### src/rtl/ahb_master_arbiter_pkg.sv
// Shared types and constants for the two-port AHB-Lite master arbiter.
package ahb_master_arbiter_pkg;

    typedef enum logic [1:0] {
        HTRANS_IDLE   = 2'b00,
        HTRANS_BUSY   = 2'b01,
        HTRANS_NONSEQ = 2'b10,
        HTRANS_SEQ    = 2'b11
    } htrans_t;

    localparam logic [2:0] HSIZE_BYTE    = 3'd0;
    localparam logic [2:0] HSIZE_HALF    = 3'd1;
    localparam logic [2:0] HSIZE_WORD    = 3'd2;
    localparam logic [2:0] HBURST_SINGLE = 3'b000;

    typedef enum logic [1:0] {
        ARB_IDLE = 2'd0,
        ARB_ADDR = 2'd1,
        ARB_DATA = 2'd2
    } arb_state_t;

    // One-hot mask selecting the port indexed by p.
    function automatic logic [1:0] port_mask(input logic p);
        port_mask = p ? 2'b10 : 2'b01;
    endfunction

endpackage

### src/rtl/ahb_rr_grant.sv
// Pure two-way grant decision: round-robin on contention when RR_EN is set,
// otherwise port 0 has fixed priority.
module ahb_rr_grant #(
    parameter int RR_EN = 1
) (
    input  logic [1:0] req,
    input  logic       last_grant,
    output logic       grant
);

    localparam bit RR_ON = (RR_EN != 0);

    // Choose the winning port index from the current request vector.
    always_comb begin
        grant = 1'b0;
        case (req)
            2'b01:   grant = 1'b0;
            2'b10:   grant = 1'b1;
            2'b11:   grant = RR_ON ? ~last_grant : 1'b0;
            default: grant = 1'b0;
        endcase
    end

endmodule

### src/rtl/ahb_master_arbiter.sv
// Two-requester arbiter sequencing one non-pipelined AHB-Lite single
// transfer at a time on a shared master port.
module ahb_master_arbiter
    import ahb_master_arbiter_pkg::*;
#(
    parameter int ADDR_W = 32,
    parameter int DATA_W = 32,
    parameter int RR_EN  = 1
) (
    input  logic                  clk,
    input  logic                  rst,
    input  logic [1:0]            req,
    input  logic [1:0]            wen,
    input  logic [2*ADDR_W-1:0]   addr,
    input  logic [2*DATA_W-1:0]   wdata,
    input  logic [5:0]            size,
    output logic [DATA_W-1:0]     rdata,
    output logic [1:0]            done,
    output logic [1:0]            err,
    output logic [ADDR_W-1:0]     haddr,
    output logic [1:0]            htrans,
    output logic                  hwrite,
    output logic [2:0]            hsize,
    output logic [2:0]            hburst,
    output logic [DATA_W-1:0]     hwdata,
    input  logic [DATA_W-1:0]     hrdata,
    input  logic                  hready,
    input  logic                  hresp
);

    arb_state_t          state_q, state_d;
    logic                grant_q, grant_d;
    logic                last_grant_q, last_grant_d;
    logic [ADDR_W-1:0]   addr_q, addr_d;
    logic                wen_q, wen_d;
    logic [2:0]          size_q, size_d;
    logic [DATA_W-1:0]   wdata_q, wdata_d;
    logic [1:0]          htrans_q, htrans_d;
    logic [DATA_W-1:0]   hwdata_q, hwdata_d;
    logic                sel_s;
    logic                complete_s;

    ahb_rr_grant #(
        .RR_EN (RR_EN)
    ) u_grant (
        .req        (req),
        .last_grant (last_grant_q),
        .grant      (sel_s)
    );

    // Next-state, request capture and registered bus-control values.
    always_comb begin
        state_d      = state_q;
        grant_d      = grant_q;
        last_grant_d = last_grant_q;
        addr_d       = addr_q;
        wen_d        = wen_q;
        size_d       = size_q;
        wdata_d      = wdata_q;
        case (state_q)
            ARB_IDLE: begin
                if (|req) begin
                    state_d      = ARB_ADDR;
                    grant_d      = sel_s;
                    last_grant_d = sel_s;
                    addr_d       = sel_s ? addr[2*ADDR_W-1:ADDR_W] : addr[ADDR_W-1:0];
                    wen_d        = sel_s ? wen[1] : wen[0];
                    size_d       = sel_s ? size[5:3] : size[2:0];
                    wdata_d      = sel_s ? wdata[2*DATA_W-1:DATA_W] : wdata[DATA_W-1:0];
                end else begin
                    state_d = ARB_IDLE;
                end
            end
            ARB_ADDR: begin
                if (hready) begin
                    state_d = ARB_DATA;
                end else begin
                    state_d = ARB_ADDR;
                end
            end
            ARB_DATA: begin
                // An ERROR response's first cycle has hready low, so it simply waits here.
                if (hready) begin
                    state_d = ARB_IDLE;
                end else begin
                    state_d = ARB_DATA;
                end
            end
            default: begin
                state_d = ARB_IDLE;
            end
        endcase

        if (state_d == ARB_ADDR) begin
            htrans_d = HTRANS_NONSEQ;
        end else begin
            htrans_d = HTRANS_IDLE;
        end

        if (state_d == ARB_DATA) begin
            hwdata_d = wdata_d;
        end else begin
            hwdata_d = {DATA_W{1'b0}};
        end
    end

    // State and captured-request registers with synchronous reset.
    always_ff @(posedge clk) begin
        if (rst) begin
            state_q      <= ARB_IDLE;
            grant_q      <= 1'b0;
            last_grant_q <= 1'b1;
            addr_q       <= {ADDR_W{1'b0}};
            wen_q        <= 1'b0;
            size_q       <= 3'd0;
            wdata_q      <= {DATA_W{1'b0}};
            htrans_q     <= HTRANS_IDLE;
            hwdata_q     <= {DATA_W{1'b0}};
        end else begin
            state_q      <= state_d;
            grant_q      <= grant_d;
            last_grant_q <= last_grant_d;
            addr_q       <= addr_d;
            wen_q        <= wen_d;
            size_q       <= size_d;
            wdata_q      <= wdata_d;
            htrans_q     <= htrans_d;
            hwdata_q     <= hwdata_d;
        end
    end

    // Completion is same-cycle with hready; suppressed while reset is held.
    always_comb begin
        complete_s = (state_q == ARB_DATA) && hready && !rst;
        if (complete_s) begin
            done  = port_mask(grant_q);
            err   = hresp ? port_mask(grant_q) : 2'b00;
            rdata = hrdata;
        end else begin
            done  = 2'b00;
            err   = 2'b00;
            rdata = {DATA_W{1'b0}};
        end
    end

    // Bus outputs are forced to idle values for the whole reset cycle.
    always_comb begin
        if (rst) begin
            htrans = HTRANS_IDLE;
            haddr  = {ADDR_W{1'b0}};
            hwrite = 1'b0;
            hsize  = HSIZE_BYTE;
            hwdata = {DATA_W{1'b0}};
        end else begin
            htrans = htrans_q;
            haddr  = addr_q;
            hwrite = wen_q;
            hsize  = size_q;
            hwdata = hwdata_q;
        end
    end

    assign hburst = HBURST_SINGLE;

endmodule

### config.mk
export PLATFORM = sky130hd
export DESIGN_NAME = ahb_master_arbiter
export DESIGN_NICKNAME = d
export VERILOG_FILES = /design/src/rtl/ahb_master_arbiter_pkg.sv /design/src/rtl/ahb_rr_grant.sv /design/src/rtl/ahb_master_arbiter.sv
export SDC_FILE = /design/constraint.sdc
export NUM_CORES = 1
export LEC_CHECK = 0
export CELL_PAD_IN_SITES_DETAIL_PLACEMENT = 0
export CELL_PAD_IN_SITES_GLOBAL_PLACEMENT = 1
export CORE_AREA = 2 2 110 112
export CTS_BUF_LIST = sky130_fd_sc_hd__clkbuf_4
export CTS_CLUSTER_SIZE = 12
export DETAILED_ROUTE_END_ITERATION = 10
export DIE_AREA = 0 0 112 114
export DONT_BUFFER_PORTS = 1
export PLACE_DENSITY = 0.83
export RECOVER_POWER = 100
export SETUP_SLACK_MARGIN = 0.15
export SLEW_MARGIN = 20
export SYNTH_ARGS = -nofsm -noshare
export SYNTH_HDL_FRONTEND = slang
export SYNTH_SLANG_ARGS = --single-unit
### constraint.sdc
create_clock -name clk -period 2 [get_ports clk]
set_input_delay 0.4 -clock clk [delete_from_list [all_inputs] [get_ports clk]]
set_output_delay 0.4 -clock clk [all_outputs]
set_load 0.05 [all_outputs]
Word level (Yosys, flattened, before mapping)
Cells that the tools add are included.
{ "classes": {"n_eq_ne": 6, "n_mux": 22, "bitwise": 2, "n_reduce_logical": 7} }
{ "ops": {"columns": ["op", "n"], "rows": [
  ["$mux W32", 7],
  ["$mux W2", 8],
  ["$eq A2 B2 Y1 const B", 4],
  ["$mux W3", 2],
  ["$pmux W2 S3", 1],
  ["$eq A2 B1 Y1 const B", 2],
  ["$reduce_or A2 Y1", 2],
  ["$mux W1", 3],
  ["$logic_and A1 B1 Y1", 2],
  ["$logic_not A2 Y1", 1],
  ["$not A1 Y1", 2],
  ["$pmux W1 S2", 1],
  ["$reduce_and A2 Y1", 1],
  ["$logic_not A1 Y1", 1]
]} }
{ "totals": {"ff_bits": 106, "in_bits": 174, "wordCells": 46} }

Depth between registers and ports, before layout
{ "depth": {"word_depth": 6, "ltp_mapped": 6, "depth_no_buf": 3} }

Cells and area by module
Synthesis repeated with hierarchy kept, for this count alone.
{ "hier_totals": {"cells_unflattened": 520, "hier_area_um2": 5549.1} }
{ "by_module_without_submodules": {"columns": ["mod", "instances", "cells_each", "area_per_inst_um2", "seq_area_each_um2"], "rows": [
  ["ahb_master_arbiter", 1, 519, 5537.8, 2102.0],
  ["ahb_rr_grant", 1, 1, 11.3, 0.0]
]} }

Worst setup path before layout
No wires, ideal clock.
{ "synth_path": {"kind": "input to output", "startpoint": "input rst", "endpoint": "output err[0]", "t_arrival_ns": 2.033, "required_time_ns": 1.600, "path_slack_ns": -0.433, "path_stages": 3, "n_path_buf": 0, "path_cell_list": "and4bb_2 > nor2b_1 > and2_1"} }
{ "synth_via": {"elab_chain_len": 3} }
{ "synth_rtl": {"columns": ["item", "line", "text"], "rows": [
  ["start, declared", "ahb_master_arbiter.sv:11", "input logic rst,"],
  ["$logic_not A1 Y1", "ahb_master_arbiter.sv:134", "complete_s = (state_q == ARB_DATA) && hready && !rst;"],
  ["$logic_and A1 B1 Y1", "ahb_master_arbiter.sv:134", null],
  ["$mux W2", "ahb_master_arbiter.sv:135", "if (complete_s) begin"],
  ["end, declared", "ahb_master_arbiter.sv:19", "output logic [1:0] err,"]
]} }
Every way passes these cells.

Worst setup path in the final report
{ "layout_path": {"startpoint": "register state_q[0]", "endpoint": "output rdata[31]"} }
{ "layout_via": {"elab_chain_len": 4} }
{ "layout_rtl": {"columns": ["item", "line", "text"], "rows": [
  ["start, declared", "ahb_master_arbiter.sv:31", "arb_state_t state_q, state_d;"],
  ["start signal, assigned", "ahb_master_arbiter.sv:120", "state_q <= state_d;"],
  ["$eq A2 B2 Y1", "ahb_master_arbiter.sv:134", null],
  ["$logic_and A1 B1 Y1 (2 in a row)", "ahb_master_arbiter.sv:134", null],
  ["$mux W32", "ahb_master_arbiter.sv:135", null],
  ["end, declared", "ahb_master_arbiter.sv:17", "output logic [DATA_W-1:0] rdata,"]
]} }
Every way passes these cells.

==> results.yml <==
outcome:
  outcome: "finished with violations"
  failed_checks: "hold timing, setup timing"
worst_setup_path:
  crit_family: "simple AND/OR/NAND/NOR gates"
  slowest_stage: "and4bb_4"
  path_cells: "and4bb_4 -> clkbuf_16 -> and2_1 -> buf_12"
  worstPathMaxFanout: 17
  cp.arrival_ns: 1.65
  endpoint_kind: "output port"
  critPathMaxStageDelay_ns: 0.36
  criticalPathCategory: "flop to output port"
  start_kind: "flop"
  critPathBufInv: 2
  worstPathRequired_ns: 1.60
die:
  die_h_microns: 114
  rows: 40
  pin_count: 283
  initial_core_util_pct: 44.3
  core_sq_mm: 0.0117
  dieWidth_microns: 112
  dieArea_sq_mm: 0.0128
yosys:
  synth_fa_ha_area_share_pct: 0
  synth_edf_count: 0
  synth_top_family_by_area: "compound AO/OA/AOI/OAI gates"
  synth_top_area_share_pct: 40.5
  synth-seq-area-share_pct: 40.5
  synth_area_sq_mm: 0.00519
  synth_area_leader_cell: "dfxtp_1"
  yosysWarnings: 0
  yosys_register_bits: 105
  synth_common_cells: "137 x nand2_1, 105 x dfxtp_1, 72 x nor2b_1"
  synth_compound_area_share_pct: 26.9
  synth-xor-area-share_pct: 0
  synth_simple_gate_area_share_pct: 26.0
  synth_top_flop_cell: "dfxtp_1"
  yosys-top-cells-area: "dfxtp_1 41%, a311oi_2 18%, nand2_1 9.9%"
  syn_inst: 598
  synth.distinct_cells: 25
  syn_avg_cell_area_sq_um: 8.68
  synth-async-reset-ratio_pct: 0
  synthMuxAreaShare_pct: 0
  synth.most_common_cell: "nand2_1"
clock_tree:
  cts_tree: "yes"
  cts.clk_slew.worst_paths_ns: 0.18
  cts_sinks: 105
  cts_root_buf: "clkbuf_4"
  worstSkewPairLatency_ns: 0.45
  cts_buffers: 9
  h-tree-depth: 3
  clk_path_buf_depth: 2
detailed_routing:
  viasPerCell: 5.44
  drtAntennaViolNets: 0
  drt-total-wl_mm: 14.7
  drc: 0
  drt_iter0_markers: 264
  drtPass1Iterations: 4
  vias: 4454
  wl_per_cell_microns: 17.9
timing:
  fin_tns_setup_ns: -0.776
  min_period_ns: 2.05
  fmax_mhz: 488
  rsz0062_at_grt: "true"
  fin_skew_ns: 0.0157
  worst_pin_slew_ns: 1.00
  hold_viol_final: 1
  finalSetupViolCount: 24
  period_share_pct: 102
  timing.hold.ws_ns: -0.00525
  setup_slack_ns: -0.0499
  slew_violations: 0
  max_slew_margin_pct: 33.3
global_routing:
  grt_max_degree: 142
  overflow: 0
  antenna_found_initial: 1
  grt_pass1_wl_mm: 22.0
  grt_usage_pct: 21.5
  grt_pass1_vias: 4259
worst_hold_path:
  worstHoldPathType: "primary input to flop"
pwr:
  power_per_cell_area_mw_per_mm2: 728
  ir_drop_uv: 363
  leakage_nw: 2.59
  power_w: 0.00470
flow_run:
  cap_violations: 0
final_layout:
  post-route-util_pct: 55.2
  fin_cells: 819
  synthToLayoutAreaGrowth_pct: 24.5
  nets: 840
  drive_gt1_share_pct: 33.4
placed_design:
  port_buffers: 0
  hpwlAfterDp_mm: 10.4
  placedCellCount: 799
  place.gp.congestion: 0.797
-- routing by layer --
layer	GRT usage, %	share of wire (%)
met1	24.7	39
met2	39.1	53
met3	5.84	7.1
met4	7.07	1.7
met5	0	0
-- layout make-up --
class / instances / area, sq um
antenna: 1 / 2.50
clock buffer: 10 / 75.1
clock inverter: 6 / 60.1
fill: 1115 / 5250
inverter: 2 / 7.51
multi-input combinational: 431 / 2850
sequential: 105 / 2100
tap: 147 / 184
timing repair buffer: 117 / 1180
-- cell usage in the layout (no fill, tap or decap), types with 2 or more instances in the layout --
cell type / netlist / layout
clkbuf_2: 0 / 68
a21oi_1: 70 / 70
a311oi_2: 63 / 63
clkbuf_1: 41 / 3
clkbuf_4: 0 / 10
buf_6: 8 / 3
and2_1: 35 / 15
buf_12: 0 / 36
nor2_1: 32 / 32
inv_6: 0 / 2
nor2b_1: 72 / 70
inv_1: 2 / 2
dfxtp_1: 105 / 104
nand2_1: 137 / 137
a21bo_2: 2 / 2
and2_4: 0 / 19
buf_4: 6 / 6
o21a_1: 2 / 2
conb_1: 1 / 4
clkinvlp_4: 0 / 2
a311oi_1: 5 / 5
-- path summary, 6_finish.rpt --
kind                     startpoint                      end  slack, ns  cells after the start
max           state_q[0]$_SDFF_PP0_                rdata[31]      -0.05                      4
min                             rst   wdata_q[12]$_SDFF_PP0_     -0.005                      1
max reg2reg   state_q[1]$_SDFF_PP0_   wdata_q[18]$_SDFF_PP0_       0.02                      5
min reg2reg  wdata_q[31]$_SDFF_PP0_  hwdata_q[31]$_SDFF_PP0_       0.48                      2
-- per-stage QoR --
stage                     area [sq um]  setup WS, ns
final                             6460       -0.0499
after global routing              6460        -0.149
after CTS                         6600       -0.0708
after detailed placement          6430         0.329
after global placement            6430         0.335
after floorplan                   5210         0.106
-- logic make-up after synthesis --
group	after synthesis
simple gates	282
compound gates	145
flops	105
buf+inv	65
other cells	1
-- report_power, final --
group	switching [W]	internal, W	total, W
logic	0.000854	0.000426	0.00128
registers	0.0000745	0.00230	0.00238
clock network	0.000749	0.000298	0.00105
-- flip-flops by register name, summed over array words and instances, names as in the netlist --
name,flops
addr_q,32
hwdata_q,32
wdata_q,32
size_q,3
state_q,2
grant_q,1
htrans_q,1
last_grant_q,1
wen_q,1
-- what timing repair did --
| action | 4_1_cts | 5_1_grt |
|---|---|---|
| pin swaps | 1 | 1 |
| resized for setup | 10 | 14 |
| setup buffers | 2 | 0 |
| setup endpoints to repair | 36 | 36 |
| cloned | 0 | 1 |
| hold endpoints to repair | 62 | 69 |
No activity file was read; power rests on OpenSTA's default activity.
